--- config.mk ---
export PLATFORM = sky130hd
export DESIGN_NAME = vth_read_sense
export DESIGN_NICKNAME = d
export VERILOG_FILES = /design/src/rtl/vth_read_sense_pkg.sv /design/src/rtl/vth_read_sense_sat_counter.sv /design/src/rtl/vth_read_sense.sv
export SDC_FILE = /design/constraint.sdc
export NUM_CORES = 1
export LEC_CHECK = 0
export ABC_AREA = 0
export BUFFER_PORTS_ARGS = -buffer_cell sky130_fd_sc_hd__buf_2
export CORE_MARGIN = 4
export CORE_UTILIZATION = 45
export CTS_BUF_LIST = sky130_fd_sc_hd__clkbuf_8 sky130_fd_sc_hd__clkbuf_16
export DETAILED_ROUTE_END_ITERATION = 12
export GPL_TIMING_DRIVEN = 0
export PLACE_DENSITY = 0.68
export SYNTH_ARGS = -nofsm -noshare
export SYNTH_HDL_FRONTEND = slang
export SYNTH_SLANG_ARGS = --single-unit
--- constraint.sdc ---
create_clock -name clk -period 4.17 [get_ports clk]
set_input_delay 0.834 -clock clk [delete_from_list [all_inputs] [get_ports clk]]
set_output_delay 0.834 -clock clk [all_outputs]
set_load 0.03 [all_outputs]
--- src/rtl/vth_read_sense_pkg.sv ---
// Shared definitions for the voltage-program channel stages.
// Threshold width, stored-level encoding and read-sense FSM states.
package vth_read_sense_pkg;

  localparam int VTH_W = 16;

  typedef logic [1:0] level_t;

  localparam level_t LVL_ERASED = 2'd0;
  localparam level_t LVL_P1     = 2'd1;
  localparam level_t LVL_P2     = 2'd2;
  localparam level_t LVL_P3     = 2'd3;

  typedef logic [1:0] state_t;

  localparam state_t ST_IDLE       = 2'd0;
  localparam state_t ST_SENSE_MID  = 2'd1;
  localparam state_t ST_SENSE_SIDE = 2'd2;
  localparam state_t ST_DONE       = 2'd3;

endpackage

--- src/rtl/vth_read_sense_sat_counter.sv ---
// Saturating event counter; clear is applied before the increment,
// so a clear and an increment in the same cycle leave a count of 1.
module sat_counter #(
  parameter int CNT_W = 16
) (
  input  logic             clk,
  input  logic             reset,
  input  logic             clr,
  input  logic             inc,
  output logic [CNT_W-1:0] count
);

  always_ff @(posedge clk) begin
    if (reset) begin
      count <= '0;
    end else if (clr) begin
      count <= inc ? CNT_W'(1) : '0;
    end else if (inc && count != '1) begin
      count <= count + CNT_W'(1);
    end
  end

endmodule

--- src/rtl/vth_read_sense.sv ---
// Read-sense stage: 2-step binary search of a cell Vth against three
// latched references, with mis-read detection and a saturating counter.
module vth_read_sense #(
  parameter int VTH_W = 16,
  parameter int CNT_W = 16
) (
  input  logic             clk,
  input  logic             reset,
  input  logic [VTH_W-1:0] vth_in,
  input  logic [1:0]       written_level,
  input  logic             vth_valid,
  output logic             vth_ready,
  input  logic [VTH_W-1:0] vref0,
  input  logic [VTH_W-1:0] vref1,
  input  logic [VTH_W-1:0] vref2,
  output logic [1:0]       read_level,
  output logic             level_error,
  output logic             read_valid,
  input  logic             read_ready,
  input  logic             err_clr,
  output logic [CNT_W-1:0] error_count
);

  import vth_read_sense_pkg::*;

  state_t           state;
  logic [VTH_W-1:0] vth_q;
  logic [VTH_W-1:0] ref0_q;
  logic [VTH_W-1:0] ref1_q;
  logic [VTH_W-1:0] ref2_q;
  level_t           wl_q;
  logic             msb_q;

  logic   accept;
  logic   lsb;
  logic   mismatch;
  logic   count_inc;

  assign accept    = vth_ready & vth_valid;
  assign lsb       = vth_q >= (msb_q ? ref2_q : ref0_q);
  assign mismatch  = {msb_q, lsb} != wl_q;
  assign count_inc = (state == ST_SENSE_SIDE) & mismatch;

  always_ff @(posedge clk) begin
    if (reset) begin
      state       <= ST_IDLE;
      vth_ready   <= 1'b0;
      read_valid  <= 1'b0;
      read_level  <= LVL_ERASED;
      level_error <= 1'b0;
      msb_q       <= 1'b0;
      vth_q       <= '0;
      ref0_q      <= '0;
      ref1_q      <= '0;
      ref2_q      <= '0;
      wl_q        <= LVL_ERASED;
    end else begin
      unique case (state)
        ST_IDLE: begin
          vth_ready <= 1'b1;
          if (accept) begin
            vth_q     <= vth_in;
            wl_q      <= written_level;
            ref0_q    <= vref0;
            ref1_q    <= vref1;
            ref2_q    <= vref2;
            vth_ready <= 1'b0;
            state     <= ST_SENSE_MID;
          end
        end
        ST_SENSE_MID: begin
          msb_q <= vth_q >= ref1_q;
          state <= ST_SENSE_SIDE;
        end
        ST_SENSE_SIDE: begin
          read_level  <= {msb_q, lsb};
          level_error <= mismatch;
          read_valid  <= 1'b1;
          state       <= ST_DONE;
        end
        ST_DONE: begin
          if (read_ready) begin
            read_valid <= 1'b0;
            vth_ready  <= 1'b1;
            state      <= ST_IDLE;
          end
        end
        default: state <= ST_IDLE;
      endcase
    end
  end

  sat_counter #(
    .CNT_W(CNT_W)
  ) u_err_cnt (
    .clk  (clk),
    .reset(reset),
    .clr  (err_clr),
    .inc  (count_inc),
    .count(error_count)
  );

endmodule

======== Word level (Yosys, flattened, before mapping) ========
Cells that the tools add are included.
word-level totals
  bits of input ports ..................... 71
  bits in registers ....................... 90
  output and inout bits ................... 21
cells by class
  equal/unequal tests ..................... 7
  add/sub/neg operators ................... 1
  bitwise logic cells ..................... 2
  multiplexer cells ....................... 12
  reduce and logical (&&, ||, !) cells .... 9
  order comparisons ....................... 2
operators with widths
  operator                                                                number
  16-bit 2-to-1 mux                                                       3
  16-bit >= comparator                                                    2
  16-bit by 1-bit adder with 16-bit output (second input constant)        1
  16-bit inequality test (second input constant)                          1
  2-bit case mux with 4 select lines                                      1
  2-bit AND reduction                                                     4
  2-bit nonzero test                                                      3
  2-bit equality test (second input constant)                             2
  1-bit 2-to-1 mux                                                        4
  2-bit 2-to-1 mux                                                        2
  2-bit inequality test (second input constant)                           2
  1-bit case mux with 2 select lines                                      2
  1-bit AND                                                               2
  2-bit by 1-bit equality test with 1-bit output (second input constant)  1
  2-bit zero test                                                         1
  2-bit inequality test                                                   1
  1-bit logical AND                                                       1

======== Longest topological paths before layout ========
  word-level depth ........................ 7
  gate-level depth with buffers ........... 13

======== By module ========
A second synthesis with hierarchy kept.
second synthesis, totals
  cell total of the unflattened synthesis .. 538
  area, all modules ....................... 4344.2 µm²
by module, submodules not included
  module          area each (µm²)  sequential area each (µm²)  cells an instance  times used
  vth_read_sense  3503.4           1481.4                      439                1
  sat_counter     840.8            320.3                       99                 1

======== Worst setup path after synthesis ========
Ideal clock, no wire load.
  kind .................................... flip-flop to flip-flop
  start ................................... reg msb_q
  end ..................................... reg u_err_cnt.count[10]
  required time ........................... 4.100 ns
  cell stages (with the launch flop) ...... 13
  arrival time ............................ 3.154 ns
  setup slack ............................. 0.945 ns
  cells stage by stage .................... dfxtp_1 -> buf_4 -> buf_1 -> mux2i_1 -> ha_1 -> nand2_2 -> or4_4 -> a311o_1 -> nand3_2 -> nand3_2 -> buf_6 -> or4_1 -> a21oi_1
between the ends
  cells in the longest elaborated chain, start to end .. 6
ends and longest elaborated chain
  element                         line                              RTL
  from (decl)                     vth_read_sense.sv:32              logic msb_q;
  from (signal assigned)          vth_read_sense.sv:72              msb_q <= vth_q >= ref1_q;
  16-bit 2-to-1 mux               vth_read_sense.sv:40              assign lsb = vth_q >= (msb_q ? ref2_q : ref0_q);
  16-bit >= comparator            vth_read_sense.sv:40
  2-bit inequality test *         vth_read_sense.sv:41              assign mismatch = {msb_q, lsb} != wl_q;
  1-bit AND *                     vth_read_sense.sv:42              assign count_inc = (state == ST_SENSE_SIDE) & mismatch;
  1-bit logical AND *             vth_read_sense_sat_counter.sv:18  end else if (inc && count != '1) begin
  2-bit nonzero test (no line) *  --
  to (signal assigned)            vth_read_sense_sat_counter.sv:17  count <= inc ? CNT_W'(1) : '0;
  to (signal assigned)            vth_read_sense_sat_counter.sv:19  count <= count + CNT_W'(1);
  to (decl)                       vth_read_sense_sat_counter.sv:10  output logic [CNT_W-1:0] count
Every way passes the cells marked *; elsewhere a longest branch is shown, timed or not.
A chain may end at the register's enable or synchronous reset.

======== Worst setup path after layout ========
  start ................................... reg msb_q
  end ..................................... reg u_err_cnt.count[12]
Same word-level chain as after synthesis.

==> results <==
- The flow ran to the end, and the final reports show no timing, DRC or antenna violations.
- The synthesized design contains 0 enable-type register cells.
- Walking the worst path, the cells encountered are buf_4 > buf_1 > mux2i_1 > ha_1 > nand2_1 > or4_4 > a311o_1 > nand3_2 > nand3_2 > buf_6 > or4_1 > a21oi_1.
- The first global-routing pass estimated 18.0 mm of wire.
- The H-tree was split into 3 levels.
- The number of different library cells used by synthesis comes to 46.
- For this design the ratio of total power to cell area is 504 nW/µm².
- The clock insertion delay at the later pin of the skew report is 350 ps.
- STA classifies the critical path startpoint as a flip-flop.
- The residual antenna-violating net count after detailed routing is 0.
- Of the cells placed in the final design, the portion with a size suffix greater than 1 is 17.6%.
- Setup repair after global routing left no endpoint under its margin.
- For this run, the number of Yosys warnings is 0.
- The post-synth design cell area is 4390 µm².
- After layout, the design draws a total of 2.62 mW.
- The layout overhead on the synthesized area is 18.5%.
- The cell that appears most often on the critical path is nand3_2.
- The number of max-cap violations is 0.
- The maximum operating frequency is 267 MHz.
- The maximum number of pins on one net before global-route repair is 15.
- The cell internal power dissipation is 1.66 mW.
- Setup violations remaining at the end of the flow were counted as 0.
- The post-synthesis sequential element count is 90.
- The delay contributed by the slowest stage of the critical path is 590 ps.
- Net switching is 36.8% of the power.
- Clock-pin slew was measured on the worst setup and hold paths at 90 ps.
- The leading cell type in the layout, fill and taps excluded is nand2_1.
- Summed over all cells, the static leakage comes to 2.08 nW.
- The floorplan step set the die width to 107 µm.
- The clock period could shrink to 3750 ps.
- The share of total power in the clock network is 22.8%.
- The ratio of final minimum period to clock period is 89.9%.
- Summed over all layers, the global routing overflow is 0.
- The type of the most critical hold path is reg -> reg.
- The die is 107 µm tall.
- The master of the slowest instance on the critical path is buf_1.
- The antenna cell count is 0.
- The number of hold buffers added after CTS was 0.
- In this run the clock root is driven by a clkbuf_8.
- The worst-case clock buffer depth is 2.
- Port buffering added 91 buffers.
- The number of global-route vias before repair was 3794.
- The post-synth net total is 660.
- The synthesized instance count is 552.
- Across the VDD grid, the largest voltage drop is 0.207 mV.
- The count of pins on the block boundary is 92.
- Leaving out fill and tap cells, the most frequent cells in the layout are nand2_1 (149), buf_2 (93), a21oi_1 (91), dfxtp_1 (90), ha_1 (37).
- Detailed routing inserted a total of 4066 vias.
- The headroom to the max-slew limit is 51.3%.
- The routability-driven placement congestion ratio is 0.878.
- Counting flops with an async set or reset pin after synthesis yields a share of 0%.
- The share of total power dissipated in sequential elements is 40.5%.
- The number of max-slew violations in the final report was 0.
- The post-cts repair resize count is 0.
- The worst setup path is of the reg -> reg kind.
- The required arrival time at the worst endpoint is 4460 ps.
- The die outline area is 11400 µm².
- The number of post-CTS setup repair buffers is 0.
- The first detailed-routing pass ran for 5 iterations.
- The number of hold-slack violations in the final timing report came to 0.
- The element type at the critical path end is a flip-flop.
- The share of the yosys chip area belonging to registers is 41.1%.
- The number of antenna violations at the first check in global routing is 0.
- Of all nets on the critical path, the largest fanout is 10.
- Once layout is complete, the cells apart from fillers number 788.
- Counting the buffers created by CTS gives 9.
- The relative contribution of combinational cells to total power is 36.7%.
- The most used flip-flop cell after synthesis is dfxtp_1.
- The average instance area after synthesis is 7.95 µm².
- The initial core utilization is 46.8%.
- TritonCTS built the clock tree.
- For this design the total switching power over the nets is 0.965 mW.
- The total routed wirelength is 11.1 mm.
- The pin slew with the least headroom to its limit is 731 ps.
- The tree built by TritonCTS fans out to 90 sinks.
- Setup total negative slack on the finished layout was measured at 0 ps.
- The number of rows created at floorplan is 35.
- The instance count after placement with tap cells included is 772.
- The signal arrival time at the worst endpoint is 4030 ps.
- The violation count after the first detailed-routing iteration is 162.
- The net count of the finished layout is 762.
- Detailed placement finished with a half-perimeter wire length of 8.65 mm.
- After detailed routing, the number of vias per cell comes to 5.16.
- The setup clock skew after layout is 16.0 ps.
- The overall global routing resource usage is 19.7%.
- In the final routed layout, each cell accounts on average for 14.0 µm.
- The core footprint is 9370 µm².
- The remaining design rule violation count is 0.
-- through the flow --
step	cell area, µm²	utilization [%]	worst slack (ps)	hold slack (ps)
final	5200	55.5	421	458
after global routing	5200	55.5	256	479
after CTS	5200	55.5	405	460
after detailed placement	5000	53.4	464	448
after global placement	5000	53.4	502	442
after floorplan	4390	-	945	433
-- cell families after synthesis --
| kind of cell | Yosys count | synth area share (%) |
|---|---|---|
| xor gates and xnor gates | 1 | 0.200 |
| DFF | 90 | 41.1 |
| AOI/OAI and AO/OA | 134 | 17.1 |
| adders and majority gates | 37 | 10.6 |
| buffers and inverters | 53 | 4.85 |
| muxes | 18 | 4.14 |
| and+or+nand+nor | 219 | 22.1 |
-- area by class of cell --
class | count | area, µm²
Fill cell | 961 | 4170
Multi-Input combinational cell | 409 | 2370
Sequential cell | 90 | 1800
Timing Repair Buffer | 91 | 455
Tap cell | 129 | 161
Clock buffer | 10 | 138
Buffer | 31 | 130
Inverter | 22 | 82.6
Clock inverter | 6 | 56.3
-- state kept, by name, summed over array words and instances, names as in the netlist, 2 cells and up --
| signal | flops |
|---|---|
| read_level | 2 |
| ref0_q | 16 |
| ref1_q | 16 |
| ref2_q | 16 |
| state | 2 |
| u_err_cnt.count | 16 |
| vth_q | 16 |
| wl_q | 2 |
-- power by group through the flow --
stage	sequential, mW	combinational, mW	clock [mW]
6_report	1.06	0.962	0.598
2_1_floorplan	1.08	0.686	0
5_1_grt	1.07	1.09	0.643
4_1_cts	1.06	0.960	0.607
3_5_place_dp	1.08	0.953	0
3_3_place_gp	1.08	0.927	0
-- layer usage --
layer | vias to the layer above | wire, µm | GRT usage [%] | share of wire, %
li1 | 2098 | - | - | -
met4 | 0 | 156 | 5.57 | 1.4
met2 | 112 | 5380 | 33.7 | 49
met1 | 1841 | 4910 | 25.6 | 44
met5 | - | 0 | 0 | 0
met3 | 15 | 610 | 3.07 | 5.5
-- worst paths after layout --
| path | endpoint | start | slack [ps] | depth (start not counted) |
|---|---|---|---|---|
| setup / recovery | u_err_cnt.count[12] | msb_q | 420 | 12 |
| hold / removal | ref0_q[15] | ref0_q[15] | 460 | 2 |
| setup reg to reg | u_err_cnt.count[12] | msb_q | 420 | 12 |
| hold reg to reg | ref0_q[15] | ref0_q[15] | 460 | 2 |
-- Yosys cell counts (all sizes together), types with 2 or more instances --
library cell | instances | area, µm²
nand4 | 4 | 25.0
buf | 8 | 43.8
o31ai | 4 | 30.0
a211oi | 3 | 22.5
nor2 | 14 | 52.6
ha | 37 | 463
or3 | 9 | 56.3
inv | 22 | 82.6
nand2 | 150 | 566
o21ai | 16 | 80.1
a21boi | 2 | 15.0
dfxtp | 90 | 1800
mux2i | 17 | 170
and3 | 8 | 50.1
o2111ai | 2 | 17.5
a21oi | 91 | 455
o211ai | 3 | 22.5
a21o | 6 | 45.0
nor3 | 4 | 20.0
nand3 | 12 | 70.1
or4 | 6 | 48.8
nand2b | 2 | 12.5
clkbuf | 23 | 86.3
nor2b | 4 | 25.0
-- critical path: cells and delay by family, from the launching register on --
kind	cells	cell delay, ps
DFF	1	320
buffers and inverters	3	940
and+or+nand+nor	5	1320
AOI/OAI and AO/OA	2	510
muxes	1	250
adders and majority gates	1	360
(Power assumes the default switching activity.)
